**src/rtl/calc2_issuer_pkg.sv**
```systemverilog
// Shared constants, codes and types for the calc2 port issuer.
package calc2_issuer_pkg;

    localparam int CALC2_TAG_W    = 2;
    localparam int CALC2_NUM_TAGS = 4;
    localparam int CALC2_CMD_W    = 4;
    localparam int CALC2_DATA_W   = 32;

    localparam logic [CALC2_CMD_W-1:0] CMD_NOP = 4'd0;
    localparam logic [CALC2_CMD_W-1:0] CMD_ADD = 4'd1;
    localparam logic [CALC2_CMD_W-1:0] CMD_SUB = 4'd2;
    localparam logic [CALC2_CMD_W-1:0] CMD_SHL = 4'd5;
    localparam logic [CALC2_CMD_W-1:0] CMD_SHR = 4'd6;

    localparam logic [1:0] RESP_NONE = 2'd0;
    localparam logic [1:0] RESP_OK   = 2'd1;
    localparam logic [1:0] RESP_OVF  = 2'd2;

    typedef enum logic {IDLE, OP2} issuer_state_t;

    typedef struct packed {
        logic [1:0]              resp;
        logic [CALC2_DATA_W-1:0] data;
        logic [CALC2_TAG_W-1:0]  tag;
    } rsp_entry_t;

    // Highest index is visited first so the lowest clear bit wins.
    function automatic logic [CALC2_TAG_W-1:0] lowest_free(input logic [CALC2_NUM_TAGS-1:0] mask);
        logic [CALC2_TAG_W-1:0] result;
        result = '0;
        for (int i = CALC2_NUM_TAGS - 1; i >= 0; i--) begin
            if (!mask[i]) result = CALC2_TAG_W'(i);
        end
        return result;
    endfunction

endpackage

```
**src/rtl/calc2_port_issuer_if.sv**
```systemverilog
// Host and calc2-port signal bundle for the issuer; slave = issuer side.
interface calc2_port_issuer_if #(parameter int ID_W = 4);

    logic                                     cmd_valid;
    logic                                     cmd_ready;
    logic [calc2_issuer_pkg::CALC2_CMD_W-1:0] cmd_op;
    logic [calc2_issuer_pkg::CALC2_DATA_W-1:0] cmd_op1;
    logic [calc2_issuer_pkg::CALC2_DATA_W-1:0] cmd_op2;
    logic [ID_W-1:0]                          cmd_id;

    logic [calc2_issuer_pkg::CALC2_CMD_W-1:0] req_cmd;
    logic [calc2_issuer_pkg::CALC2_DATA_W-1:0] req_data;
    logic [calc2_issuer_pkg::CALC2_TAG_W-1:0] req_tag;

    logic [1:0]                               out_resp;
    logic [calc2_issuer_pkg::CALC2_DATA_W-1:0] out_data;
    logic [calc2_issuer_pkg::CALC2_TAG_W-1:0] out_tag;

    logic                                     rsp_valid;
    logic                                     rsp_ready;
    logic [1:0]                               rsp_resp;
    logic [calc2_issuer_pkg::CALC2_DATA_W-1:0] rsp_data;
    logic [ID_W-1:0]                          rsp_id;

    logic                                     tag_err;

    modport slave (
        input  cmd_valid, cmd_op, cmd_op1, cmd_op2, cmd_id,
        output cmd_ready,
        output req_cmd, req_data, req_tag,
        input  out_resp, out_data, out_tag,
        output rsp_valid, rsp_resp, rsp_data, rsp_id,
        input  rsp_ready,
        output tag_err
    );

    modport master (
        output cmd_valid, cmd_op, cmd_op1, cmd_op2, cmd_id,
        input  cmd_ready,
        input  req_cmd, req_data, req_tag,
        output out_resp, out_data, out_tag,
        input  rsp_valid, rsp_resp, rsp_data, rsp_id,
        output rsp_ready,
        input  tag_err
    );

endinterface

```
**src/rtl/calc2_rsp_fifo.sv**
```systemverilog
// Four-deep response FIFO; the head entry is presented combinationally.
module calc2_rsp_fifo
    import calc2_issuer_pkg::*;
#(
    parameter int ID_W = 4
) (
    input  logic            c_clk,
    input  logic            reset,
    input  logic            push,
    input  rsp_entry_t      push_entry,
    input  logic [ID_W-1:0] push_id,
    input  logic            pop,
    output logic            valid,
    output rsp_entry_t      head_entry,
    output logic [ID_W-1:0] head_id
);

    rsp_entry_t      mem    [CALC2_NUM_TAGS];
    logic [ID_W-1:0] id_mem [CALC2_NUM_TAGS];
    logic [1:0]      wr_ptr;
    logic [1:0]      rd_ptr;
    logic [2:0]      count;
    logic            do_push;
    logic            do_pop;

    assign do_pop     = pop && (count != 3'd0);
    assign do_push    = push && ((count != 3'd4) || do_pop);
    assign valid      = (count != 3'd0);
    assign head_entry = mem[rd_ptr];
    assign head_id    = id_mem[rd_ptr];

    always_ff @(posedge c_clk or negedge reset) begin
        if (!reset) begin
            for (int i = 0; i < CALC2_NUM_TAGS; i++) begin
                mem[i]    <= '0;
                id_mem[i] <= '0;
            end
            wr_ptr <= '0;
            rd_ptr <= '0;
            count  <= '0;
        end else begin
            if (do_push) begin
                mem[wr_ptr]    <= push_entry;
                id_mem[wr_ptr] <= push_id;
                wr_ptr         <= wr_ptr + 2'd1;
            end
            if (do_pop) rd_ptr <= rd_ptr + 2'd1;
            count <= count + 3'(do_push) - 3'(do_pop);
        end
    end

endmodule

```
**src/rtl/calc2_port_issuer.sv**
```systemverilog
// Host-to-calc2 port adapter: tag allocation, two-beat request issue, response FIFO.
// Optional CALC2_ISSUER_STATS_EN adds issued_cnt/done_cnt counters.
module calc2_port_issuer
    import calc2_issuer_pkg::*;
#(
    parameter int ID_W = 4
`ifdef CALC2_ISSUER_STATS_EN
   ,parameter int STAT_W = 16
`endif
) (
    input  logic               c_clk,
    input  logic               reset,
    calc2_port_issuer_if.slave bus
`ifdef CALC2_ISSUER_STATS_EN
   ,output logic [STAT_W-1:0]  issued_cnt,
    output logic [STAT_W-1:0]  done_cnt
`endif
);

    issuer_state_t           state;
    issuer_state_t           state_next;
    logic [CALC2_NUM_TAGS-1:0] mask;
    logic [CALC2_NUM_TAGS-1:0] captured;
    logic [ID_W-1:0]         id_table [CALC2_NUM_TAGS];
    logic [CALC2_DATA_W-1:0] op2_q;
    logic [CALC2_CMD_W-1:0]  req_cmd_d;
    logic [CALC2_DATA_W-1:0] req_data_d;
    logic [CALC2_TAG_W-1:0]  req_tag_d;
    logic [CALC2_TAG_W-1:0]  alloc_tag;
    logic                    ready;
    logic                    fire;
    logic                    resp_present;
    logic                    hit;
    logic                    pop;
    logic [CALC2_NUM_TAGS-1:0] alloc_onehot;
    logic [CALC2_NUM_TAGS-1:0] push_onehot;
    logic [CALC2_NUM_TAGS-1:0] free_onehot;
    rsp_entry_t              push_entry;
    rsp_entry_t              head;
    logic [ID_W-1:0]         head_id;
    logic                    fifo_valid;

    assign alloc_tag     = lowest_free(mask);
    assign fire          = bus.cmd_valid && ready;
    assign bus.cmd_ready = ready;

    always_comb begin
        state_next = state;
        ready      = 1'b0;
        req_cmd_d  = '0;
        req_data_d = '0;
        req_tag_d  = '0;
        case (state)
            IDLE: begin
                // Held low while reset is asserted so the port looks busy.
                ready = reset && (mask != '1);
                if (bus.cmd_valid && ready) begin
                    req_cmd_d  = bus.cmd_op;
                    req_data_d = bus.cmd_op1;
                    req_tag_d  = alloc_tag;
                    state_next = OP2;
                end
            end
            OP2: begin
                req_data_d = op2_q;
                state_next = IDLE;
            end
            default: state_next = IDLE;
        endcase
    end

    assign resp_present = (bus.out_resp != RESP_NONE);
    assign hit          = resp_present && mask[bus.out_tag] && !captured[bus.out_tag];
    assign pop          = fifo_valid && bus.rsp_ready;
    assign alloc_onehot = fire ? (4'b0001 << alloc_tag) : '0;
    assign push_onehot  = hit ? (4'b0001 << bus.out_tag) : '0;
    assign free_onehot  = pop ? (4'b0001 << head.tag) : '0;
    assign push_entry   = '{resp: bus.out_resp, data: bus.out_data, tag: bus.out_tag};

    always_ff @(posedge c_clk or negedge reset) begin
        if (!reset) begin
            state        <= IDLE;
            bus.req_cmd  <= '0;
            bus.req_data <= '0;
            bus.req_tag  <= '0;
            mask         <= '0;
            captured     <= '0;
            op2_q        <= '0;
            bus.tag_err  <= 1'b0;
            for (int i = 0; i < CALC2_NUM_TAGS; i++) id_table[i] <= '0;
        end else begin
            state        <= state_next;
            bus.req_cmd  <= req_cmd_d;
            bus.req_data <= req_data_d;
            bus.req_tag  <= req_tag_d;
            mask         <= (mask | alloc_onehot) & ~free_onehot;
            captured     <= (captured | push_onehot) & ~free_onehot;
            if (fire) begin
                id_table[alloc_tag] <= bus.cmd_id;
                op2_q               <= bus.cmd_op2;
            end
            if (resp_present && !hit) bus.tag_err <= 1'b1;
        end
    end

    calc2_rsp_fifo #(.ID_W(ID_W)) u_fifo (
        .c_clk      (c_clk),
        .reset      (reset),
        .push       (hit),
        .push_entry (push_entry),
        .push_id    (id_table[bus.out_tag]),
        .pop        (bus.rsp_ready),
        .valid      (fifo_valid),
        .head_entry (head),
        .head_id    (head_id)
    );

    assign bus.rsp_valid = fifo_valid;
    assign bus.rsp_resp  = head.resp;
    assign bus.rsp_data  = head.data;
    assign bus.rsp_id    = head_id;

`ifdef CALC2_ISSUER_STATS_EN
    always_ff @(posedge c_clk or negedge reset) begin
        if (!reset) begin
            issued_cnt <= '0;
            done_cnt   <= '0;
        end else begin
            if (fire) issued_cnt <= issued_cnt + 1'b1;
            if (pop)  done_cnt   <= done_cnt + 1'b1;
        end
    end
`endif

endmodule
```
**src/flat_wrapper.sv**
```systemverilog
// flat-port wrapper written by rule: the top's interface ports become plain ports
module calc2_port_issuer_flat import calc2_issuer_pkg::*;
#(
    parameter int ID_W = 4

)
  (c_clk, reset, bus_cmd_valid, bus_cmd_op, bus_cmd_op1, bus_cmd_op2, bus_cmd_id, bus_cmd_ready, bus_req_cmd, bus_req_data, bus_req_tag, bus_out_resp, bus_out_data, bus_out_tag, bus_rsp_valid, bus_rsp_resp, bus_rsp_data, bus_rsp_id, bus_rsp_ready, bus_tag_err);
  calc2_port_issuer_if #(.ID_W(ID_W)) bus_i ();
  input  logic c_clk;
  input  logic reset;
  input wire logic [$bits(bus_i.cmd_valid)-1:0] bus_cmd_valid;
  input wire logic [$bits(bus_i.cmd_op)-1:0] bus_cmd_op;
  input wire logic [$bits(bus_i.cmd_op1)-1:0] bus_cmd_op1;
  input wire logic [$bits(bus_i.cmd_op2)-1:0] bus_cmd_op2;
  input wire logic [$bits(bus_i.cmd_id)-1:0] bus_cmd_id;
  output wire logic [$bits(bus_i.cmd_ready)-1:0] bus_cmd_ready;
  output wire logic [$bits(bus_i.req_cmd)-1:0] bus_req_cmd;
  output wire logic [$bits(bus_i.req_data)-1:0] bus_req_data;
  output wire logic [$bits(bus_i.req_tag)-1:0] bus_req_tag;
  input wire logic [$bits(bus_i.out_resp)-1:0] bus_out_resp;
  input wire logic [$bits(bus_i.out_data)-1:0] bus_out_data;
  input wire logic [$bits(bus_i.out_tag)-1:0] bus_out_tag;
  output wire logic [$bits(bus_i.rsp_valid)-1:0] bus_rsp_valid;
  output wire logic [$bits(bus_i.rsp_resp)-1:0] bus_rsp_resp;
  output wire logic [$bits(bus_i.rsp_data)-1:0] bus_rsp_data;
  output wire logic [$bits(bus_i.rsp_id)-1:0] bus_rsp_id;
  input wire logic [$bits(bus_i.rsp_ready)-1:0] bus_rsp_ready;
  output wire logic [$bits(bus_i.tag_err)-1:0] bus_tag_err;
  assign bus_i.cmd_valid = bus_cmd_valid;
  assign bus_i.cmd_op = bus_cmd_op;
  assign bus_i.cmd_op1 = bus_cmd_op1;
  assign bus_i.cmd_op2 = bus_cmd_op2;
  assign bus_i.cmd_id = bus_cmd_id;
  assign bus_cmd_ready = bus_i.cmd_ready;
  assign bus_req_cmd = bus_i.req_cmd;
  assign bus_req_data = bus_i.req_data;
  assign bus_req_tag = bus_i.req_tag;
  assign bus_i.out_resp = bus_out_resp;
  assign bus_i.out_data = bus_out_data;
  assign bus_i.out_tag = bus_out_tag;
  assign bus_rsp_valid = bus_i.rsp_valid;
  assign bus_rsp_resp = bus_i.rsp_resp;
  assign bus_rsp_data = bus_i.rsp_data;
  assign bus_rsp_id = bus_i.rsp_id;
  assign bus_i.rsp_ready = bus_rsp_ready;
  assign bus_tag_err = bus_i.tag_err;
  calc2_port_issuer #(.ID_W(ID_W)) u_core (.c_clk(c_clk), .reset(reset), .bus(bus_i));
endmodule
```
**config.mk**
```make
export PLATFORM = sky130hd
export DESIGN_NAME = calc2_port_issuer_flat
export DESIGN_NICKNAME = d
export VERILOG_FILES = /design/src/rtl/calc2_issuer_pkg.sv /design/src/rtl/calc2_port_issuer_if.sv /design/src/rtl/calc2_rsp_fifo.sv /design/src/rtl/calc2_port_issuer.sv /design/src/flat_wrapper.sv
export SDC_FILE = /design/constraint.sdc
export NUM_CORES = 1
export LEC_CHECK = 0
export BUFFER_PORTS_ARGS = -buffer_cell sky130_fd_sc_hd__buf_2
export CAP_MARGIN = 20
export CORE_MARGIN = 4
export CORE_UTILIZATION = 55
export DETAILED_ROUTE_END_ITERATION = 16
export PLACE_DENSITY = 0.78
export RECOVER_POWER = 100
export SETUP_SLACK_MARGIN = 0.2
export SKIP_LAST_GASP = 1
export SLEW_MARGIN = 20
export SYNTH_ARGS = -nofsm -noshare
export SYNTH_HDL_FRONTEND = slang
export SYNTH_SLANG_ARGS = --single-unit
```
**constraint.sdc**
```tcl
create_clock -name c_clk -period 5.3 [get_ports c_clk]
set_input_delay 0.795 -clock c_clk [delete_from_list [all_inputs] [get_ports c_clk]]
set_output_delay 0.795 -clock c_clk [all_outputs]
set_load 0.03 [all_outputs]
```
* After elaboration in Yosys (flattened, before gate mapping) *
Index checks and enable logic that the tools add are counted.

storage, ports and cells
  register bits = 263
  output and inout port bits = 79

cells by class
  add/subtract/negate cells = 4
  order comparisons = 7
  eq/ne operators = 2
  shift operators = 3
  mux-type cells = 38
  bitwise logic cells = 10
  reductions and logical operators = 15

operators with widths
  cell                                                 number
  bitwise mux 144 bit                                  1
  2-to-1 mux 36 bit                                    3
  binary-select mux 36 bit (select 2 bit)              1
  demux 36 bit (select 2 bit)                          1
  case mux 32 bit (2 select lines)                     1
  2-to-1 mux 4 bit                                     11
  bitwise mux 16 bit                                   2
  2-to-1 mux 32 bit                                    1
  binary-select mux 4 bit (select 2 bit)               2
  demux 4 bit (select 2 bit)                           2
  >= comparator 3 bit (second input constant)          4
  2-to-1 mux 2 bit                                     6
  NOT 2 -> 3 bit                                       4
  << shifter 1 x 2 -> 4 bit (first input constant)     3
  logical AND 1 bit                                    10
  AND 4 bit                                            2
  OR 4 bit                                             2
  < comparator 3 x 1 -> 1 bit (second input constant)  2
  adder 2 x 1 -> 2 bit (second input constant)         2
  binary-select mux 1 bit (select 2 bit)               2
  2-to-1 mux 1 bit                                     4
  != test 4 bit (second input constant)                1
  NOT 4 bit                                            1
  adder 3 x 1 -> 3 bit                                 1
  other kinds (9)                                      10

* Logic depth before layout (Yosys ltp) *
  depth after elaboration = 10
  mapped depth = 10

* Hierarchy *
A second synthesis with hierarchy kept.

second synthesis, totals
  cell total of the unflattened synthesis = 668
  area, all modules = 11254.5 µm²

by module, submodules not included
  module             instances  cells each  area each (µm²)
  calc2_rsp_fifo     1          424         7353.3
  calc2_port_issuer  1          244         3901.2

* Worst setup path after synthesis *
OpenSTA, ideal clock, no wires.

  path type = in2reg
  start point = input port bus_out_tag[1]
  end point = register u_core.u_fifo.count[2]
  setup time = 0.123 ns
  arrival time = 2.768 ns
  slack = 2.409 ns
  cell stages on the path = 8
  path buffers = 0
  path through = o311ai_4 > nand4_1 > ha_1 > inv_1 > ha_1 > fa_1 > xor2_1 > xnor2_1

on the way
  cells in the longest elaborated chain, start to end = 7

ends and longest elaborated chain
  item                                                           line                     text
  start, declared                                                flat_wrapper.sv:22       input wire logic [$bits(bus_i.out_tag)-1:0] bus_out_tag;
  binary-select mux 1 bit (select 2 bit)                         calc2_port_issuer.sv:73  assign hit = resp_present && mask[bus.out_tag] && !captured[bus.out_tag];
  2-to-1 mux 1 bit (implied by the code)                         calc2_port_issuer.sv:73
  logical AND 1 bit / logical NOT 1 bit (equally long branches)  calc2_port_issuer.sv:73
  logical AND 1 bit *                                            calc2_port_issuer.sv:73
  logical AND 1 bit *                                            calc2_rsp_fifo.sv:27     assign do_push = push && ((count != 3'd4) || do_pop);
  adder 3 x 1 -> 3 bit *                                         calc2_rsp_fifo.sv:48     count <= count + 3'(do_push) - 3'(do_pop);
  subtractor 3 x 1 -> 3 bit *                                    calc2_rsp_fifo.sv:48
  end signal, assigned                                           calc2_rsp_fifo.sv:48
  end, declared                                                  calc2_rsp_fifo.sv:22     logic [2:0] count;

Mark *: on every way between the ends. The rest lies on a longest branch, timed or not. The select of a mux whose other input is x is not followed.
A chain may end at the register's enable or synchronous reset.

* Final worst setup path *
  start point = register u_core.u_fifo.rd_ptr[0]
  end point = output port bus_rsp_data[31]

on the way
  cells in the longest elaborated chain, start to end = 4

ends and longest elaborated chain
  item                                                  line                  text
  start, declared                                       calc2_rsp_fifo.sv:21  logic [1:0] rd_ptr;
  start signal, assigned                                calc2_rsp_fifo.sv:47  if (do_pop) rd_ptr <= rd_ptr + 2'd1;
  NOT 2 -> 3 bit (implied by the code)                  calc2_rsp_fifo.sv:29  assign head_entry = mem[rd_ptr];
  binary-select mux 36 bit (select 2 bit)               calc2_rsp_fifo.sv:29
  2-to-1 mux 36 bit (implied by the code) (2 in a row)  calc2_rsp_fifo.sv:29
  end, declared                                         flat_wrapper.sv:25    output wire logic [$bits(bus_i.rsp_data)-1:0] bus_rsp_data;

No other way between the ends. The select of a mux whose other input is x is not followed.

==> out/summary.txt <==
status -> complete, but fails checks
violated checks -> capacitance limit, slew limit
total grt overflow -> 0
Post-synth EDFFs -> 0
Synth Register Bits -> 263
Critical path buffers and inverters -> 2
R2R Setup Slk -> 1.42 ns
ANT nets after route -> 0
CP delay by family, top -> flip-flops
# diodes -> 0
Crit-path slowest cell -> dfrtp_1
Place WS -> 2.00 ns
first drt pass iteration count -> 4
Yosys warnings -> 0
Worst Path Required -> 4.51 ns
Crit Path Class -> reg -> out
hpwl dp -> 15.3 mm
Slew HR -> -64.0%
clock sink count -> 263
MaxCap Viol Count -> 6
GPL Wtd Cong -> 0.804
crit path time final -> 4.02 ns
CTS tree -> yes
worst-path maximum fanout -> 25
Crit. End Element -> primary output
Clock transition at path regs -> 0.06 ns
Net Sw Frac -> 33.9%
Main synth FF type -> dfrtp_1
Reg power frac -> 40.8%
Final Hold Fails -> 0
first-pass GRT wire length -> 37.1 mm
P_int -> 5.46 mW
synthesized cell area -> 0.0112 mm^2
Comb pwr share -> 35.3%
# setup viols final -> 0
number of global-route vias before repair -> 7179
share of cells above drive strength 1 -> 44.6%
fill count -> 1528
Simple-Gate Fraction of Synth Area -> 2.87%
Least-Margin Pin Slew -> 2.45 ns
CP Launch Type -> flip-flop
Core Rows -> 52
ys async rst share -> 100%
Max VDD drop -> 347 uV
Synth Area in XOR/XNOR -> 0.390%
critical-path cell list -> buf_4 > mux4_2 > clkbuf_1
total CTS buffers -> 28
syn nets -> 788
Residual DRC -> 0
sequential-to-total area share from yosys stat -> 58.6%
Clk network pwr share -> 23.9%
CTS resizes -> 0
leakage power -> 5.82 nW
Layout Nets -> 972
core area -> 0.0202 mm^2
RSZ-0062 raised after global routing -> false
GRT Total Usage -> 20.5%
Switching Power -> 2.80 mW
setup bufs post-CTS -> 0
commonest non-fill, non-tap cell in the layout -> dfrtp_1
wire per inst -> 20.1 um
Tcrit/Tclk final -> 75.9%
DRT Wirelength -> 23.0 mm
htree depth -> 1
largest net degree at the start of global routing -> 85
Synth Area in Compound Gates -> 3.50%
PwrDens -> 637 mW/mm^2
total negative setup slack -> 0 ns
vias per cell -> 5.59
HP Class -> in -> reg
I/O pin count -> 191
Syn-to-layout area delta -> 15.4%
CTS root buf -> clkbuf_16
cts hold-fix bufs -> 0
multiplexer area fraction after synthesis -> 31.0%
Die H -> 151 um
clock latency on the worst-skew pair -> 0.53 ns
Critical Path Max Stage Delay -> 1.35 ns
main combinational cell family by area after synthesis -> multiplexers
Mean Syn Cell Area -> 16.8 um^2
post-synthesis cell type count -> 44
fin. max-slew vios -> 234
Detailed Route Iter0 Violations -> 282
clk_skew -> 0.0211 ns
Synth Area in Adders -> 0.846%
DIE WIDTH -> 151 um
vias -> 6406
Max Root-Sink Buffers -> 3
Final Power -> 8.26 mW
final setup margin -> 1.28 ns
die area -> 0.0228 mm^2
Worst EP arrival -> 3.23 ns
Initial Util -> 55.7%
initial antenna violation count -> 1
Port-buffer cells -> 190
post-synthesis cell count -> 669
Max Freq -> 249 MHz
most frequent cells in the layout -> 262 x dfrtp_1, 176 x mux2_2, 112 x buf_2, 86 x clkbuf_1, 43 x mux4_2
==> final cells by class <==
class                   instances  area (um^2)  share of cell area (%)
multi-input cells             357         4160                    32.1
flip-flops and latches        263         6580                    50.8
clock inverters                 9          120                   0.926
repair buffers                196          902                    6.96
clock buffers                  43          838                    6.47
inverters                       7         26.3                   0.203
well taps                     270          338                    2.61
==> power by group through the flow <==
stage / Sequential, mW / Clock, mW / Combinational (mW)
2_1_floorplan: 3.17 / 0 / 2.54
3_3_place_gp: 3.32 / 0 / 3.04
3_5_place_dp: 3.41 / 0 / 3.15
4_1_cts: 3.38 / 2.03 / 3.16
5_1_grt: 3.48 / 2.10 / 3.13
6_report: 3.37 / 1.98 / 2.91
==> routing by layer <==
metal | up-vias | wire [um] | track usage (%)
met5 | - | 13 | 0
met4 | 2 | 479 | 5.12
met3 | 48 | 2010 | 6.64
met2 | 214 | 11600 | 35.3
met1 | 3290 | 8880 | 25.1
li1 | 2852 | - | -
==> cells in the mapped netlist, types with 3 or more instances <==
cell type	number	area share (%)
dfrtp_1	263	59
mux2_2	177	18
mux4_2	43	8.6
mux2_4	33	4.4
a22o_1	32	2.5
buf_6	16	1.6
clkbuf_1	14	0.47
nor2_1	10	0.33
buf_2	8	0.36
ha_1	6	0.67
inv_1	6	0.20
a31oi_1	4	0.22
and2_1	4	0.22
and3_1	4	0.22
nand2_1	4	0.13
nand3_4	4	0.62
a21oi_1	3	0.13
nor3b_1	3	0.20
xnor2_1	3	0.23
==> logic make-up after synthesis <==
kind of cell / Yosys count
AOI/OAI and AO/OA: 45
xor gates and xnor gates: 5
adders and majority gates: 7
buffers and inverters: 49
DFF: 263
muxes: 254
and+or+nand+nor: 46
==> worst paths after layout <==
kind / from / to / cells past startpoint
hold reg to reg: u_core.u_fifo.mem[37] / u_core.u_fifo.mem[37] / 1
setup reg to reg: u_core.mask[1] / u_core.u_fifo.mem[93] / 4
min in group asynchronous: reset / u_core.u_fifo.mem[4] / 1
hold / removal: bus_cmd_op[1] / u_core.bus.req_cmd[1] / 2
max in group asynchronous: reset / u_core.bus.req_data[0] / 3
setup / recovery: u_core.u_fifo.rd_ptr[0] / bus_rsp_data[31] / 3
==> through the flow <==
| step | cells | cell area (um^2) | util, % | hold WS [ns] |
|---|---|---|---|---|
| after floorplan | 669 | 11200 | - | 0.456 |
| after global placement | 1093 | 12300 | 60.9 | 0.445 |
| after detailed placement | 1093 | 12300 | 60.9 | 0.484 |
| after CTS | 1145 | 13300 | 65.7 | 0.139 |
| after global routing | 1145 | 13000 | 64.3 | 0.467 |
| final | 1145 | 13000 | 64.3 | 0.471 |
==> registers in the layout, summed over array words and instances, names as in the netlist <==
register,cells
u_core.bus.req_tag,2
u_core.mask,4
u_core.op2_q,32
u_core.u_fifo.mem,144
u_core.bus.tag_err,1
u_core.captured,4
u_core.u_fifo.count,3
u_core.id_table,16
u_core.bus.req_data,32
u_core.bus.req_cmd,4
u_core.u_fifo.wr_ptr,2
u_core.state,1
u_core.u_fifo.rd_ptr,2
u_core.u_fifo.id_mem,16
(Power assumes the default switching activity.)
